[config.mk]
export PLATFORM = sky130hd
export DESIGN_NAME = div_bus_sequencer
export DESIGN_NICKNAME = d
export VERILOG_FILES = /design/src/rtl/div_bus_sequencer.sv
export SDC_FILE = /design/constraint.sdc
export NUM_CORES = 1
export LEC_CHECK = 0
export ABC_AREA = 1
export CAP_MARGIN = 20
export CELL_PAD_IN_SITES_DETAIL_PLACEMENT = 0
export CELL_PAD_IN_SITES_GLOBAL_PLACEMENT = 2
export CORE_MARGIN = 2
export CORE_UTILIZATION = 29
export CTS_BUF_LIST = sky130_fd_sc_hd__clkbuf_8
export CTS_CLUSTER_DIAMETER = 30
export DETAILED_ROUTE_END_ITERATION = 10
export GPL_ROUTABILITY_DRIVEN = 1
export PLACE_DENSITY = 0.95
export SYNTH_ARGS = -nofsm -noshare
export SYNTH_HDL_FRONTEND = slang
export SYNTH_SLANG_ARGS = --single-unit
[constraint.sdc]
create_clock -name clock -period 4.6 [get_ports clock]
set_input_delay 0.46 -clock clock [delete_from_list [all_inputs] [get_ports clock]]
set_output_delay 0.46 -clock clock [all_outputs]
set_load 0.1 [all_outputs]
[src/rtl/div_bus_sequencer.sv]
// Bus-master sequencer for the divider peripheral. It arbitrates two requesters
// round-robin and runs the write/start/poll/read transaction for the granted one.
//
// state     | meaning
// ----------+---------------------------------------------------------
// IDLE      | waiting for a request; arbitration and operand latch
// WR_A      | bus write of the dividend
// WR_B      | bus write of the divisor
// WR_INIT   | bus write of the start command
// POLL_RD   | bus read strobe on the status register
// POLL_WAIT | status data returned; check done / poll budget
// RES_RD    | bus read strobe on the result register
// RES_WAIT  | result data returned; capture it
// RESP      | one-cycle ack to the granted requester
module div_bus_sequencer #(
  parameter int         TIMEOUT   = 64,
  parameter logic [4:0] ADDR_A    = 5'h04,
  parameter logic [4:0] ADDR_B    = 5'h08,
  parameter logic [4:0] ADDR_INIT = 5'h0C,
  parameter logic [4:0] ADDR_RES  = 5'h10,
  parameter logic [4:0] ADDR_DONE = 5'h14
) (
  input  logic        clock,
  input  logic        rst,
  input  logic        req0,
  input  logic [15:0] a0,
  input  logic [15:0] b0,
  output logic        ack0,
  input  logic        req1,
  input  logic [15:0] a1,
  input  logic [15:0] b1,
  output logic        ack1,
  output logic [31:0] resultado,
  output logic        error,
  output logic        ocupado,
  output logic        habilitar,
  output logic        leer,
  output logic        escribir,
  output logic [4:0]  direccion,
  output logic [15:0] entrada_datos,
  input  logic [31:0] salida_datos
);

  localparam int PW = $clog2(TIMEOUT + 1);

  typedef enum logic [3:0] {
    IDLE, WR_A, WR_B, WR_INIT, POLL_RD, POLL_WAIT, RES_RD, RES_WAIT, RESP
  } state_t;

  state_t          state, state_nxt;
  logic [15:0]     op_a, op_a_nxt, op_b, op_b_nxt;
  logic            gnt, gnt_nxt, last_grant, last_nxt;
  logic [PW-1:0]   poll_cnt, poll_nxt, poll_inc;
  logic [31:0]     res_nxt;
  logic            err_nxt, ack0_nxt, ack1_nxt, busy_nxt;
  logic            hab_nxt, rd_nxt, wr_nxt;
  logic [4:0]      dir_nxt;
  logic [15:0]     din_nxt;
  logic            sel;
  logic [15:0]     a_sel, b_sel;

  assign poll_inc = poll_cnt + PW'(1);

  always_ff @(posedge clock or negedge rst) begin
    if (!rst) begin
      state         <= IDLE;
      op_a          <= '0;
      op_b          <= '0;
      gnt           <= 1'b0;
      last_grant    <= 1'b1;
      poll_cnt      <= '0;
      resultado     <= '0;
      error         <= 1'b0;
      ack0          <= 1'b0;
      ack1          <= 1'b0;
      ocupado       <= 1'b0;
      habilitar     <= 1'b0;
      leer          <= 1'b0;
      escribir      <= 1'b0;
      direccion     <= '0;
      entrada_datos <= '0;
    end else begin
      state         <= state_nxt;
      op_a          <= op_a_nxt;
      op_b          <= op_b_nxt;
      gnt           <= gnt_nxt;
      last_grant    <= last_nxt;
      poll_cnt      <= poll_nxt;
      resultado     <= res_nxt;
      error         <= err_nxt;
      ack0          <= ack0_nxt;
      ack1          <= ack1_nxt;
      ocupado       <= busy_nxt;
      habilitar     <= hab_nxt;
      leer          <= rd_nxt;
      escribir      <= wr_nxt;
      direccion     <= dir_nxt;
      entrada_datos <= din_nxt;
    end
  end

  always_comb begin
    state_nxt = state;
    op_a_nxt  = op_a;
    op_b_nxt  = op_b;
    gnt_nxt   = gnt;
    last_nxt  = last_grant;
    poll_nxt  = poll_cnt;
    res_nxt   = resultado;
    err_nxt   = error;
    sel       = 1'b0;
    a_sel     = a0;
    b_sel     = b0;

    case (state)
      IDLE: begin
        if (req0 || req1) begin
          sel       = (req0 && req1) ? ~last_grant : req1;
          a_sel     = sel ? a1 : a0;
          b_sel     = sel ? b1 : b0;
          gnt_nxt   = sel;
          last_nxt  = sel;
          op_a_nxt  = a_sel;
          op_b_nxt  = b_sel;
          poll_nxt  = '0;
          if (b_sel == 16'h0000) begin
            state_nxt = RESP;
            err_nxt   = 1'b1;
            res_nxt   = '0;
          end else begin
            state_nxt = WR_A;
          end
        end
      end
      WR_A:    state_nxt = WR_B;
      WR_B:    state_nxt = WR_INIT;
      WR_INIT: state_nxt = POLL_RD;
      POLL_RD: state_nxt = POLL_WAIT;
      POLL_WAIT: begin
        if (salida_datos[0]) begin
          state_nxt = RES_RD;
        end else begin
          poll_nxt = poll_inc;
          if (poll_inc == PW'(TIMEOUT)) begin
            state_nxt = RESP;
            err_nxt   = 1'b1;
            res_nxt   = '0;
          end else begin
            state_nxt = POLL_RD;
          end
        end
      end
      RES_RD:  state_nxt = RES_WAIT;
      RES_WAIT: begin
        res_nxt   = salida_datos;
        err_nxt   = 1'b0;
        state_nxt = RESP;
      end
      RESP:    state_nxt = IDLE;
      default: state_nxt = IDLE;
    endcase
  end

  // Outputs are decoded from the next state so they line up with the registered state.
  always_comb begin
    hab_nxt  = 1'b0;
    rd_nxt   = 1'b0;
    wr_nxt   = 1'b0;
    ack0_nxt = 1'b0;
    ack1_nxt = 1'b0;
    dir_nxt  = direccion;
    din_nxt  = entrada_datos;
    busy_nxt = (state_nxt != IDLE);

    case (state_nxt)
      WR_A: begin
        hab_nxt = 1'b1; wr_nxt = 1'b1; dir_nxt = ADDR_A; din_nxt = op_a_nxt;
      end
      WR_B: begin
        hab_nxt = 1'b1; wr_nxt = 1'b1; dir_nxt = ADDR_B; din_nxt = op_b_nxt;
      end
      WR_INIT: begin
        hab_nxt = 1'b1; wr_nxt = 1'b1; dir_nxt = ADDR_INIT; din_nxt = 16'h0001;
      end
      POLL_RD: begin
        hab_nxt = 1'b1; rd_nxt = 1'b1; dir_nxt = ADDR_DONE;
      end
      RES_RD: begin
        hab_nxt = 1'b1; rd_nxt = 1'b1; dir_nxt = ADDR_RES;
      end
      RESP: begin
        ack0_nxt = ~gnt_nxt;
        ack1_nxt = gnt_nxt;
      end
      default: ;
    endcase
  end

endmodule

# Word level (Yosys, flattened, before mapping)
# Index checks and enable logic that the tools add are counted.
[classes]
add_sub_neg = 1
eq_ne = 18
mux = 34
bitwise_logic = 2
n_reduce_logical = 15
[ops]
columns = ["cell", "count"]
rows = [
  ["two-way mux 32 bit", 4],
  ["two-way mux 16 bit", 6],
  ["one-hot mux 32 bit (3 select lines)", 1],
  ["one-hot mux 16 bit (3 select lines)", 1],
  ["one-hot mux 4 bit (8 select lines)", 1],
  ["one-hot mux 5 bit (5 select lines)", 1],
  ["== test 4 x 3 -> 1 bit (second input constant)", 6],
  ["== test 4 x 2 -> 1 bit (second input constant)", 4],
  ["zero test 16 bit", 1],
  ["two-way mux 4 bit", 4],
  ["two-way mux 7 bit", 2],
  ["one-hot mux 7 bit (2 select lines)", 1],
  ["two-way mux 1 bit", 12],
  ["== test 4 x 1 -> 1 bit (second input constant)", 2],
  ["inequality test 2 bit (second input constant)", 4],
  ["adder 7 x 1 -> 7 bit (second input constant)", 1],
  ["== test 7 bit (second input constant)", 1],
  ["nonzero test 3 bit", 2],
  ["AND reduction 5 bit", 1],
  ["nonzero test 5 bit", 1],
  ["OR reduction 5 bit", 1],
  ["== test 4 bit (second input constant)", 1],
  ["zero test 4 bit", 1],
  ["nonzero test 4 bit", 1],
  ["other kinds (9)", 10],
]
[totals]
regBits = 105
input_bits = 100
output_inout_bits = 60
wordCells = 86

# Depth between registers and ports, before layout
[logic_depth]
word_depth = 10
depth_mapped = 16
depth_no_buf = 15

# Worst setup path after synthesis
# No wires, ideal clock.
[synth_path]
kind = "reg-to-reg"
from = "register last_grant"
to = "register direccion[2]"
setup_time_ps = 121
t_arrival_ps = 1779
t_required_ps = 4479
slack_ps = 2700
stages_incl_launch_ff = 16
n_path_buf = 2
period_less_slack_ps = 1900
path_cell_list = "dfstp_2 > nand2_2 > buf_2 > nand3_1 > nand2_1 > nor2_1 > nand2_1 > nor2_2 > nand3_2 > nand3_4 > nand2_2 > nor2_4 > buf_6 > nand2_2 > nand2_1 > nand2_1"
[synth_via]
elab_chain_cells = 9
[synth_rtl]
columns = ["element", "line_no", "rtl"]
rows = [
  ["start, declared", "52", "logic gnt, gnt_nxt, last_grant, last_nxt;"],
  ["start signal, assigned", "87", "last_grant <= last_nxt;"],
  ["NOT 1 bit *", "118", "sel = (req0 && req1) ? ~last_grant : req1;"],
  ["two-way mux 1 bit *", "118", ""],
  ["two-way mux 16 bit *", "120", "b_sel = sel ? b1 : b0;"],
  ["zero test 16 bit *", "126", "if (b_sel == 16'h0000) begin"],
  ["two-way mux 4 bit *", "126", ""],
  ["two-way mux 4 bit *", "117", "if (req0 || req1) begin"],
  ["one-hot mux 4 bit (8 select lines) *", "115", "case (state)"],
  ["== test 4 x 3 -> 1 bit, or another cell as far along", "175", "case (state_nxt)"],
  ["one-hot mux 5 bit (5 select lines) / nonzero test 5 bit (equally long branches)", "n/a", ""],
  ["end signal, assigned", "97", "direccion <= dir_nxt;"],
  ["end, declared", "39", "output logic [4:0] direccion,"],
]
# Mark *: on every way between the ends. The rest lies on a longest branch, timed or not. The select of a mux whose other input is x is not followed.
# A chain may end at the register's enable or synchronous reset.

# Worst setup path after layout
[layout_path]
from = "input req1"
to = "register ocupado"
[layout_via]
elab_chain_cells = 8
[layout_rtl]
columns = ["element", "line_no", "rtl"]
rows = [
  ["start, declared", "29", "input logic req1,"],
  ["logical AND 1 bit", "118", ""],
  ["two-way mux 1 bit", "118", ""],
  ["two-way mux 16 bit", "120", ""],
  ["zero test 16 bit", "126", ""],
  ["two-way mux 4 bit", "126", ""],
  ["two-way mux 4 bit *", "117", ""],
  ["one-hot mux 4 bit (8 select lines) *", "115", ""],
  ["via state_nxt[3]", "50", "state_t state, state_nxt;"],
  ["nonzero test 4 bit *", "173", "busy_nxt = (state_nxt != IDLE);"],
  ["via busy_nxt", "55", "logic err_nxt, ack0_nxt, ack1_nxt, busy_nxt;"],
  ["end signal, assigned", "93", "ocupado <= busy_nxt;"],
  ["end, declared", "35", "output logic ocupado,"],
]
# The timed path passes the listed nets; every way through them passes the cells marked *.

==> run metrics <==
Worst path slowest cell=clkdlybuf4s50_1; Vias=4143; largest family of logic cells by synthesized area=simple AND/OR/NAND/NOR gates; Post-synth top cells=nand2_1, dfrtp_1, inv_1; gr usage total=15.6%; WL per Instance=14.2 um; xor/xnor share of the synthesized area=0.924%; first-pass GRT wire length=21.9 mm; worst-skew pair later-pin latency=0.36 ns; antenna violations before repair=0; startpoint type of the worst setup path=input pin; row count=46; # setup viols final=0; Num Clock Sinks=103; CP Max Fanout=35; Final Max Slew Viols=0; Worst Path Buf+Inv=3; Top Ports=160; Worst EP arrival=3.19 ns; Placeable Area=0.0159 sq mm; Crit path max-delay family=buffers and inverters; Setup Buffers After CTS=0; DRT Wirelength=13.4 mm; number of buffers inserted by port buffering=157; RSZ-0062 raised after global routing=false; Yosys Warn Count=0; fraction of registers with async set/reset=100%; clk buf depth=2; top cell type by total area after synthesis=dfrtp_1; Distinct cells, synth=34; Final Hold Fails=0; DIE AREA=0.0174 sq mm; Adder-Cell Fraction of Synth Area=0.528%; EDFF count, synth=0; Post-DRT Antenna Nets=0; max_cap viols=0; Synth Area in Simple Gates=28.8%; Tcrit/Tclk final=65.0%; TritonCTS Buffers=9; setup_tns=0 ns; Worst setup EP type=flip-flop; cell area after synthesis=0.00474 sq mm; worst path cell trace=clkdlybuf4s50_1 -> nand2_4 -> inv_2 -> nand2_1 -> nand2_1 -> nor2_1 -> nand2_1 -> nor2_2 -> nand3_1 -> nand2_2 -> inv_2 -> nand4_1; pin count of the biggest net entering global routing=53; Initial DRC Count=256; WS Path Type=in -> reg; vias per cell=4.41; top-area cell type share of the netlist area=53.8%; Worst slew margin=30.1%; flops & latches, synth=103; layout cell share with drive strength beyond 1=6.35%; gr ovfl total=0; fmax=334 MHz; Post-Synthesis Cells=572; Avg Cell Area, Syn=8.29 sq um; HP Class=in -> async; mux cell area share after synthesis=0%; clock root buffer=clkbuf_8; status=finished, final reports clean; CTS clk-pin slew, worst paths=0.10 ns; Die W=132 um; Remaining DRCs=0; DP HPWL=9.76 mm; CTS tree=done; Area contributors post-synth=dfrtp_1, nand2_1, a22o_1, inv_1, nand3_1; sequential area share after synthesis=54.4%; CP max stage delay=0.86 ns; Slew @ Worst Pin=1.05 ns; post_cts resized=0; Synth Area in Compound Gates=8.84%; Starting Density=29.7%; Die Y=132 um; Final Critical Period=2.99 ns; vias in the first global route=4245; Worst Path Required=4.80 ns; htree depth=3; GPL Wtd Cong=0.827; # diodes=0; P&R area growth vs syn=41.3%; Final nets=821; ys flop type=dfrtp_1; # hold bufs at CTS=0; Clock Skew=0.0105 ns; most frequent CP cell=nand2_1; DR pass1 iterations=4; most numerous cell in the Yosys netlist=nand2_1
-- cell families (layout without fill, tap and decap cells) --
kind of cell	Yosys count	count (layout)
simple gates	331	331
flops	103	103
xor+xnor	5	5
compound gates	62	62
buf+inv	68	219
fa+ha+maj	2	2
other cells	1	2
-- state kept, by name (all words and copies together) (netlist names) --
name	flops
op_b	16
ocupado	1
escribir	1
poll_cnt	7
last_grant	1
leer	1
ack1	1
ack0	1
state	4
gnt	1
resultado	32
op_a	16
direccion	3
entrada_datos	16
error	1
habilitar	1
-- cells in the final DEF (no fill, tap or decap), drive strengths merged --
cell           count
or2                1
ha                 2
a21oi             17
buf                5
bufinv             2
nand3             27
a22o              16
nand2            270
dfstp              1
conb               2
nor3               3
nand4              1
a22oi             15
xnor2              1
o22ai              2
dfrtp            102
clkinvlp           2
a21boi             1
clkdlybuf4s50    156
xor2               4
o211ai             1
o21ai             10
inv               42
clkinv             1
nor2              29
clkbuf            11
-- final timing paths --
kind	from	endpoint	slack, ns	cells past startpoint
worst max-delay path	req1	ocupado	1.61	12
worst min-delay path	rst	op_a[11]	0.11	1
worst max register to register	last_grant	direccion[2]	1.82	15
worst min register to register	resultado[9]	resultado[9]	0.48	2
max in group asynchronous	rst	entrada_datos[3]	3.34	2
min in group clock	resultado[9]	resultado[9]	0.48	2
-- through the flow --
stage / hold slack (ns) / cells / util, % / instance area [sq um] / setup WS (ns)
CTS: 0.138 / 940 / 42.0 / 6700 / 1.60
finish: 0.113 / 940 / 42.0 / 6700 / 1.61
global placement: 0.454 / 924 / 40.6 / 6470 / 1.33
detailed placement: 0.459 / 924 / 40.6 / 6470 / 1.21
floorplan: 0.164 / 573 / - / 4740 / 2.70
global route: 0.177 / 940 / 42.0 / 6700 / 1.30
-- routing by layer --
layer	global-route usage (%)	vias up	part of all wire (%)	routed length [um]
li1	-	2087	-	-
met1	20.2	1909	46	6090
met2	25.1	136	45	6050
met3	5.27	11	8.1	1080
met4	4.11	0	0.97	130
met5	0	-	0	0
-- area by class of cell --
type	instances	area [sq um]
clock inverter	5	80.1
multi-input combinational	402	1860
inverter	42	158
clock buffer	11	151
timing repair buffer	161	1600
tap	216	270
fill	1614	9240
sequential	103	2580
Power is not shown: default switching activity piles up to over one toggle a cycle in this logic, so the estimate is an artifact.
